<file path="config.mk">
export PLATFORM = sky130hd
export DESIGN_NAME = id_stage
export DESIGN_NICKNAME = d
export VERILOG_FILES = /design/src/rtl/mips_pkg.sv /design/src/rtl/id_ctrl_decode.sv /design/src/rtl/id_stage.sv
export SDC_FILE = /design/constraint.sdc
export NUM_CORES = 1
export LEC_CHECK = 0
export CAP_MARGIN = 40
export CORE_AREA = 2 2 132 134
export CTS_CLUSTER_DIAMETER = 120
export DETAILED_ROUTE_END_ITERATION = 8
export DIE_AREA = 0 0 134 136
export GPL_TIMING_DRIVEN = 0
export PLACE_DENSITY = 0.7
export SKIP_CTS_REPAIR_TIMING = 1
export SLEW_MARGIN = 15
export SYNTH_ARGS = -nofsm -noshare
export SYNTH_HDL_FRONTEND = slang
export SYNTH_HIERARCHICAL = 1
export SYNTH_SLANG_ARGS = --single-unit
</file>
<file path="constraint.sdc">
create_clock -name clk -period 3.44 [get_ports clk]
set_input_delay 0.688 -clock clk [delete_from_list [all_inputs] [get_ports clk]]
set_output_delay 0.688 -clock clk [all_outputs]
set_load 0.01 [all_outputs]
</file>
<file path="src/rtl/mips_pkg.sv">
// mips_pkg: shared MIPS pipeline definitions.
//   - opcode / funct constants for the supported instruction subset
//   - 4-bit ALU operation codes
//   - ctrl_t: packed control bundle carried by the ID/EX and EX/MEM registers
package mips_pkg;

    localparam logic [5:0] OP_RTYPE = 6'h00;
    localparam logic [5:0] OP_BEQ   = 6'h04;
    localparam logic [5:0] OP_ADDI  = 6'h08;
    localparam logic [5:0] OP_LW    = 6'h23;
    localparam logic [5:0] OP_SW    = 6'h2B;

    localparam logic [5:0] FN_ADD = 6'h20;
    localparam logic [5:0] FN_SUB = 6'h22;
    localparam logic [5:0] FN_AND = 6'h24;
    localparam logic [5:0] FN_OR  = 6'h25;
    localparam logic [5:0] FN_SLT = 6'h2A;

    localparam logic [3:0] ALU_ADD = 4'd0;
    localparam logic [3:0] ALU_SUB = 4'd1;
    localparam logic [3:0] ALU_AND = 4'd2;
    localparam logic [3:0] ALU_OR  = 4'd3;
    localparam logic [3:0] ALU_SLT = 4'd4;

    typedef struct packed {
        logic       reg_write;
        logic       mem_read;
        logic       mem_write;
        logic       mem_to_reg;
        logic       alu_src;
        logic       branch;
        logic       illegal;
        logic [3:0] alu_op;
    } ctrl_t;

endpackage

</file>
<file path="src/rtl/id_ctrl_decode.sv">
// id_ctrl_decode: combinational opcode/funct decoder.
//   opcode, funct, rt, rd  in   instruction fields
//   ctrl                   out  control bundle (reg_write already cleared for $0)
//   dst                    out  destination register (0 when nothing is written)
//   rt_used                out  rt is a source operand (R-type, sw, beq)
module id_ctrl_decode
    import mips_pkg::*;
(
    input  logic [5:0] opcode,
    input  logic [5:0] funct,
    input  logic [4:0] rt,
    input  logic [4:0] rd,
    output ctrl_t      ctrl,
    output logic [4:0] dst,
    output logic       rt_used
);

    always_comb begin
        ctrl    = '0;
        dst     = '0;
        rt_used = 1'b0;
        case (opcode)
            OP_RTYPE: begin
                rt_used        = 1'b1;
                dst            = rd;
                ctrl.reg_write = 1'b1;
                case (funct)
                    FN_ADD:  ctrl.alu_op = ALU_ADD;
                    FN_SUB:  ctrl.alu_op = ALU_SUB;
                    FN_AND:  ctrl.alu_op = ALU_AND;
                    FN_OR:   ctrl.alu_op = ALU_OR;
                    FN_SLT:  ctrl.alu_op = ALU_SLT;
                    default: begin
                        ctrl.reg_write = 1'b0;
                        ctrl.illegal   = 1'b1;
                        dst            = '0;
                    end
                endcase
            end
            OP_ADDI: begin
                dst            = rt;
                ctrl.reg_write = 1'b1;
                ctrl.alu_src   = 1'b1;
            end
            OP_LW: begin
                dst             = rt;
                ctrl.reg_write  = 1'b1;
                ctrl.mem_read   = 1'b1;
                ctrl.mem_to_reg = 1'b1;
                ctrl.alu_src    = 1'b1;
            end
            OP_SW: begin
                rt_used        = 1'b1;
                ctrl.mem_write = 1'b1;
                ctrl.alu_src   = 1'b1;
            end
            OP_BEQ: begin
                rt_used      = 1'b1;
                ctrl.branch  = 1'b1;
                ctrl.alu_op  = ALU_SUB;
            end
            default: ctrl.illegal = 1'b1;
        endcase
        // Writes to $0 are architecturally discarded; drop them here so the
        // hazard and forwarding logic downstream never sees them.
        if (dst == 5'd0) ctrl.reg_write = 1'b0;
    end

endmodule

</file>
<file path="src/rtl/id_stage.sv">
// id_stage: MIPS instruction-decode stage and ID/EX pipeline register.
//   clk, rst (sync, active-low)
//   if_valid, if_instr, if_pc4      IF/ID register contents
//   flush                           squash current decode
//   id_stall                        hold PC and IF/ID (load-use hazard)
//   rf_read_reg1/2, rf_read_data1/2 register-file read port
//   wb_reg_write/write_reg/write_data  writeback bus
//   ex_*                            registered ID/EX outputs
// Optional macro WB_BYPASS_EN: forward same-cycle writeback data into the
// captured operands instead of the (not yet updated) register-file data.
module id_stage
    import mips_pkg::*;
#(
    parameter int unsigned DATA_W = 32
) (
    input  logic              clk,
    input  logic              rst,
    input  logic              if_valid,
    input  logic [31:0]       if_instr,
    input  logic [DATA_W-1:0] if_pc4,
    input  logic              flush,
    output logic              id_stall,
    output logic [4:0]        rf_read_reg1,
    output logic [4:0]        rf_read_reg2,
    input  logic [DATA_W-1:0] rf_read_data1,
    input  logic [DATA_W-1:0] rf_read_data2,
    input  logic              wb_reg_write,
    input  logic [4:0]        wb_write_reg,
    input  logic [DATA_W-1:0] wb_write_data,
    output logic              ex_valid,
    output logic [DATA_W-1:0] ex_pc4,
    output logic [DATA_W-1:0] ex_rs_data,
    output logic [DATA_W-1:0] ex_rt_data,
    output logic [DATA_W-1:0] ex_imm,
    output logic [4:0]        ex_rs,
    output logic [4:0]        ex_rt,
    output logic [4:0]        ex_dst,
    output logic              ex_reg_write,
    output logic              ex_mem_read,
    output logic              ex_mem_write,
    output logic              ex_mem_to_reg,
    output logic              ex_alu_src,
    output logic              ex_branch,
    output logic              ex_illegal,
    output logic [3:0]        ex_alu_op
);

    logic [4:0]        rs;
    logic [4:0]        rt;
    ctrl_t             dec_ctrl;
    logic [4:0]        dec_dst;
    logic              dec_rt_used;
    logic              hazard;
    logic [DATA_W-1:0] rs_data;
    logic [DATA_W-1:0] rt_data;
    logic [DATA_W-1:0] imm;

    assign rs           = if_instr[25:21];
    assign rt           = if_instr[20:16];
    assign rf_read_reg1 = rs;
    assign rf_read_reg2 = rt;
    assign imm          = {{16{if_instr[15]}}, if_instr[15:0]};

    id_ctrl_decode u_decode (
        .opcode  (if_instr[31:26]),
        .funct   (if_instr[5:0]),
        .rt      (rt),
        .rd      (if_instr[15:11]),
        .ctrl    (dec_ctrl),
        .dst     (dec_dst),
        .rt_used (dec_rt_used)
    );

    assign hazard = ex_valid && ex_mem_read && (ex_dst != 5'd0) && if_valid &&
                    ((ex_dst == rs) || (dec_rt_used && (ex_dst == rt)));

    // Reset and flush both discard the upstream instruction, so no stall.
    assign id_stall = rst && !flush && hazard;

`ifdef WB_BYPASS_EN
    always_comb begin
        rs_data = rf_read_data1;
        rt_data = rf_read_data2;
        if (wb_reg_write && (wb_write_reg != 5'd0)) begin
            if (wb_write_reg == rs) rs_data = wb_write_data;
            if (wb_write_reg == rt) rt_data = wb_write_data;
        end
    end
`else
    logic unused_wb;
    assign unused_wb = ^{wb_reg_write, wb_write_reg, wb_write_data};
    assign rs_data   = rf_read_data1;
    assign rt_data   = rf_read_data2;
`endif

    always_ff @(posedge clk) begin
        if (!rst || flush || hazard || !if_valid) begin
            // Reset and bubble share the same all-zero state.
            ex_valid      <= 1'b0;
            ex_pc4        <= '0;
            ex_rs_data    <= '0;
            ex_rt_data    <= '0;
            ex_imm        <= '0;
            ex_rs         <= '0;
            ex_rt         <= '0;
            ex_dst        <= '0;
            ex_reg_write  <= 1'b0;
            ex_mem_read   <= 1'b0;
            ex_mem_write  <= 1'b0;
            ex_mem_to_reg <= 1'b0;
            ex_alu_src    <= 1'b0;
            ex_branch     <= 1'b0;
            ex_illegal    <= 1'b0;
            ex_alu_op     <= '0;
        end else begin
            ex_valid      <= 1'b1;
            ex_pc4        <= if_pc4;
            ex_rs_data    <= rs_data;
            ex_rt_data    <= rt_data;
            ex_imm        <= imm;
            ex_rs         <= rs;
            ex_rt         <= rt;
            ex_dst        <= dec_dst;
            ex_reg_write  <= dec_ctrl.reg_write;
            ex_mem_read   <= dec_ctrl.mem_read;
            ex_mem_write  <= dec_ctrl.mem_write;
            ex_mem_to_reg <= dec_ctrl.mem_to_reg;
            ex_alu_src    <= dec_ctrl.alu_src;
            ex_branch     <= dec_ctrl.branch;
            ex_illegal    <= dec_ctrl.illegal;
            ex_alu_op     <= dec_ctrl.alu_op;
        end
    end

endmodule
</file>
==> impl_metrics.ini <==
[outcome]
outcome = finished, final reports clean

[die]
chipHeight_um = 136
die_w_um = 134
core.rowCount = 48
io_pins = 336
initial_core_util_pct = 30.1
core_um2 = 16900
dieArea_um2 = 18200

[synth]
synthTopCellsByArea = dfxtp_1 (55%), a21oi_1 (14%), nand3_1 (14%)
synth.distinct_cells = 38
synth_area_um2 = 5080
synthesis.nets = 736
synth.largest_area_cell = dfxtp_1
syn-mean-instance-area_um2 = 8.98
ys_seq_elements = 139
yosysSeqAreaShare_pct = 54.8
synth_cells = 566
yosysWarnings = 6
synthDominantCellAreaShare_pct = 54.8

[cts]
clkTransAtPathRegs_ns = 0.06
cts_root_buf = clkbuf_16
clock-sinks = 139
htreeDepth = 4
cts_buffers = 17
clock_latency_ns = 0.42
clockBufferDepth = 2
cts_tree = yes

[worst_setup_path]
regToRegEndpoint = ex_valid$_DFF_P_
startpoint = if_instr[31]
endpoint_kind = primary output
reg2reg_slack_ns = 1.56
critPathLaunchType = primary input
r2r_start = ex_dst[1]$_SDFF_PP0_
cp_max_fo = 5
cp_data_arrival_time_ns = 2.43
worstSetupPathType = primary input to primary output
worstPathRequired_ns = 2.75
reg2reg_depth = 5

[layout]
nFillCells = 1524
synthToLayoutAreaGrowth_pct = 77.3
layout_commonest_cell = clkdlybuf4s50_1
nets = 1054
layout_common_cells = clkdlybuf4s50_1 (291), nand3_1 (141), a21oi_1 (140)
postLayoutCoreUtil_pct = 53.4
layout-drive-gt1-share_pct = 10.6
largestRegisters = ex_pc4 x32, ex_rs_data x32, ex_rt_data x32
final_area_um2 = 9010
diodes = 0

[worst_hold_path]
min_to = ex_mem_to_reg$_SDFF_PP0_
hp-start = if_instr[29]
worst_hold_path_type = primary input to flop
hold_path_depth = 4

[sta]
setup_tns_ns = 0
max-slew-margin-rel_pct = 44.3
rsz0062_at_grt = no
fin_crit_sh_pct = 90.7
max_freq_mhz = 321
slew_viol_final = 0
hold_viol = 0
setup_viol = 0
worst_slew_pin_slew_ns = 0.836
timing.final.ws_setup_ns = 0.320
period_minus_slack_ns = 3.12
fin_skew_ns = 0.0120

[global_route]
track_usage_pct = 18.9
antenna_found_initial = 0
grt_start_max_net_pins = 18
grt_pass1_wl_um = 26700
grt_pass1_vias = 4882
grt_overflow = 0

[placement]
place.gp.congestion = 0.778
io_buffers = 296
pre_cts_ws_ns = -0.693
place_area_um2 = 8330
hpwl_um = 13300

[pwr]
peakVddDrop_v = 0.000287
power_density_nw_per_um2 = 449
power.leakage_nw = 3.48
totalPowerFinal_mw = 4.05

[detailed_routing]
wl_met1_um = 7650
via_per_inst = 4.72
wl_met2_um = 8730
drt_iter0_markers = 258
routed.top_layer = met4
first_pass_iters = 5
wire_per_inst_um = 16.1
drc_errors = 0
dr_total_vias = 5291
postRouteWirelength_um = 18000
ant_nets = 0
wl_met3_um = 1290

[job]
cap_violations = 0
## synth_stat cells, drive strengths merged
| cell type | instances |
|---|---|
| clkbuf | 37 |
| a21boi | 2 |
| nand2 | 4 |
| nor2 | 5 |
| o221a | 1 |
| a32o | 1 |
| nor3 | 2 |
| nand3b | 1 |
| nor2b | 3 |
| and2 | 1 |
| nand2b | 1 |
| a22o | 4 |
| a221o | 1 |
| buf | 53 |
| nor3b | 1 |
| nor4 | 2 |
| nand3 | 141 |
| or4 | 2 |
| nand4b | 1 |
| inv | 2 |
| o32ai | 1 |
| or4b | 1 |
| conb | 1 |
| o22ai | 2 |
| and3 | 3 |
| or2b | 1 |
| a21oi | 142 |
| dfxtp | 139 |
| xnor2 | 10 |
| nand4 | 1 |
## report_power, final
group / switching (mW) / internal (mW)
clock network: 0.755 / 1.18
logic: 0.185 / 0.270
registers: 0.0112 / 1.65
total: 0.951 / 3.10
## worst max path at each step
| stage | slack (ns) | cells after the start | end |
|---|---|---|---|
| finish | 0.32 | 8 | id_stall |
| global route | 0.25 | 8 | id_stall |
| CTS | -0.70 | 8 | id_stall |
| detailed placement | -0.69 | 8 | id_stall |
| global placement | -0.68 | 8 | id_stall |
| floorplan | 0.73 | 6 | id_stall |
## through the flow
step,hold WS (ns),cells
5_1_grt,0.743,1122
3_5_place_dp,0.917,1087
3_3_place_gp,0.917,1087
2_1_floorplan,0.805,566
6_report,0.714,1122
4_1_cts,0.806,1119
## per-layer routing
layer  global-route usage (%)  up-vias
met5                        0        -
met4                     7.21        0
met3                     5.85       26
met2                     30.8      231
met1                     23.5     2434
li1                         -     2600
## area by class of cell
type,count,area [µm²],area share (%)
Sequential cell,139,2780,30.9
Tap cell,225,282,3.12
Clock inverter,14,183,2.03
Buffer,90,484,5.37
Multi-Input combinational cell,335,1830,20.4
Clock buffer,18,439,4.87
Inverter,2,7.51,0.0833
Timing Repair Buffer,299,3000,33.3
## worst max-delay path, stage by stage
cell and delay (ns):
dlymetal6s2s_1 0.16, or4_4 0.58, a21oi_4 0.23, nand2_2 0.10
o22ai_4 0.22, buf_6 0.15, and3_1 0.14, dlymetal6s2s_1 0.16
## cells by family (layout without fill, tap and decap cells)
group / count (synthesis) / after routing / synth area share (%)
flops: 139 / 139 / 54.8
compound gates: 154 / 154 / 16.3
buf+inv: 92 / 423 / 9.55
other cells: 1 / 1 / 0.0738
xor+xnor: 10 / 10 / 1.72
simple gates: 170 / 170 / 17.6
Note: power is estimated with default switching activity, not from simulation.
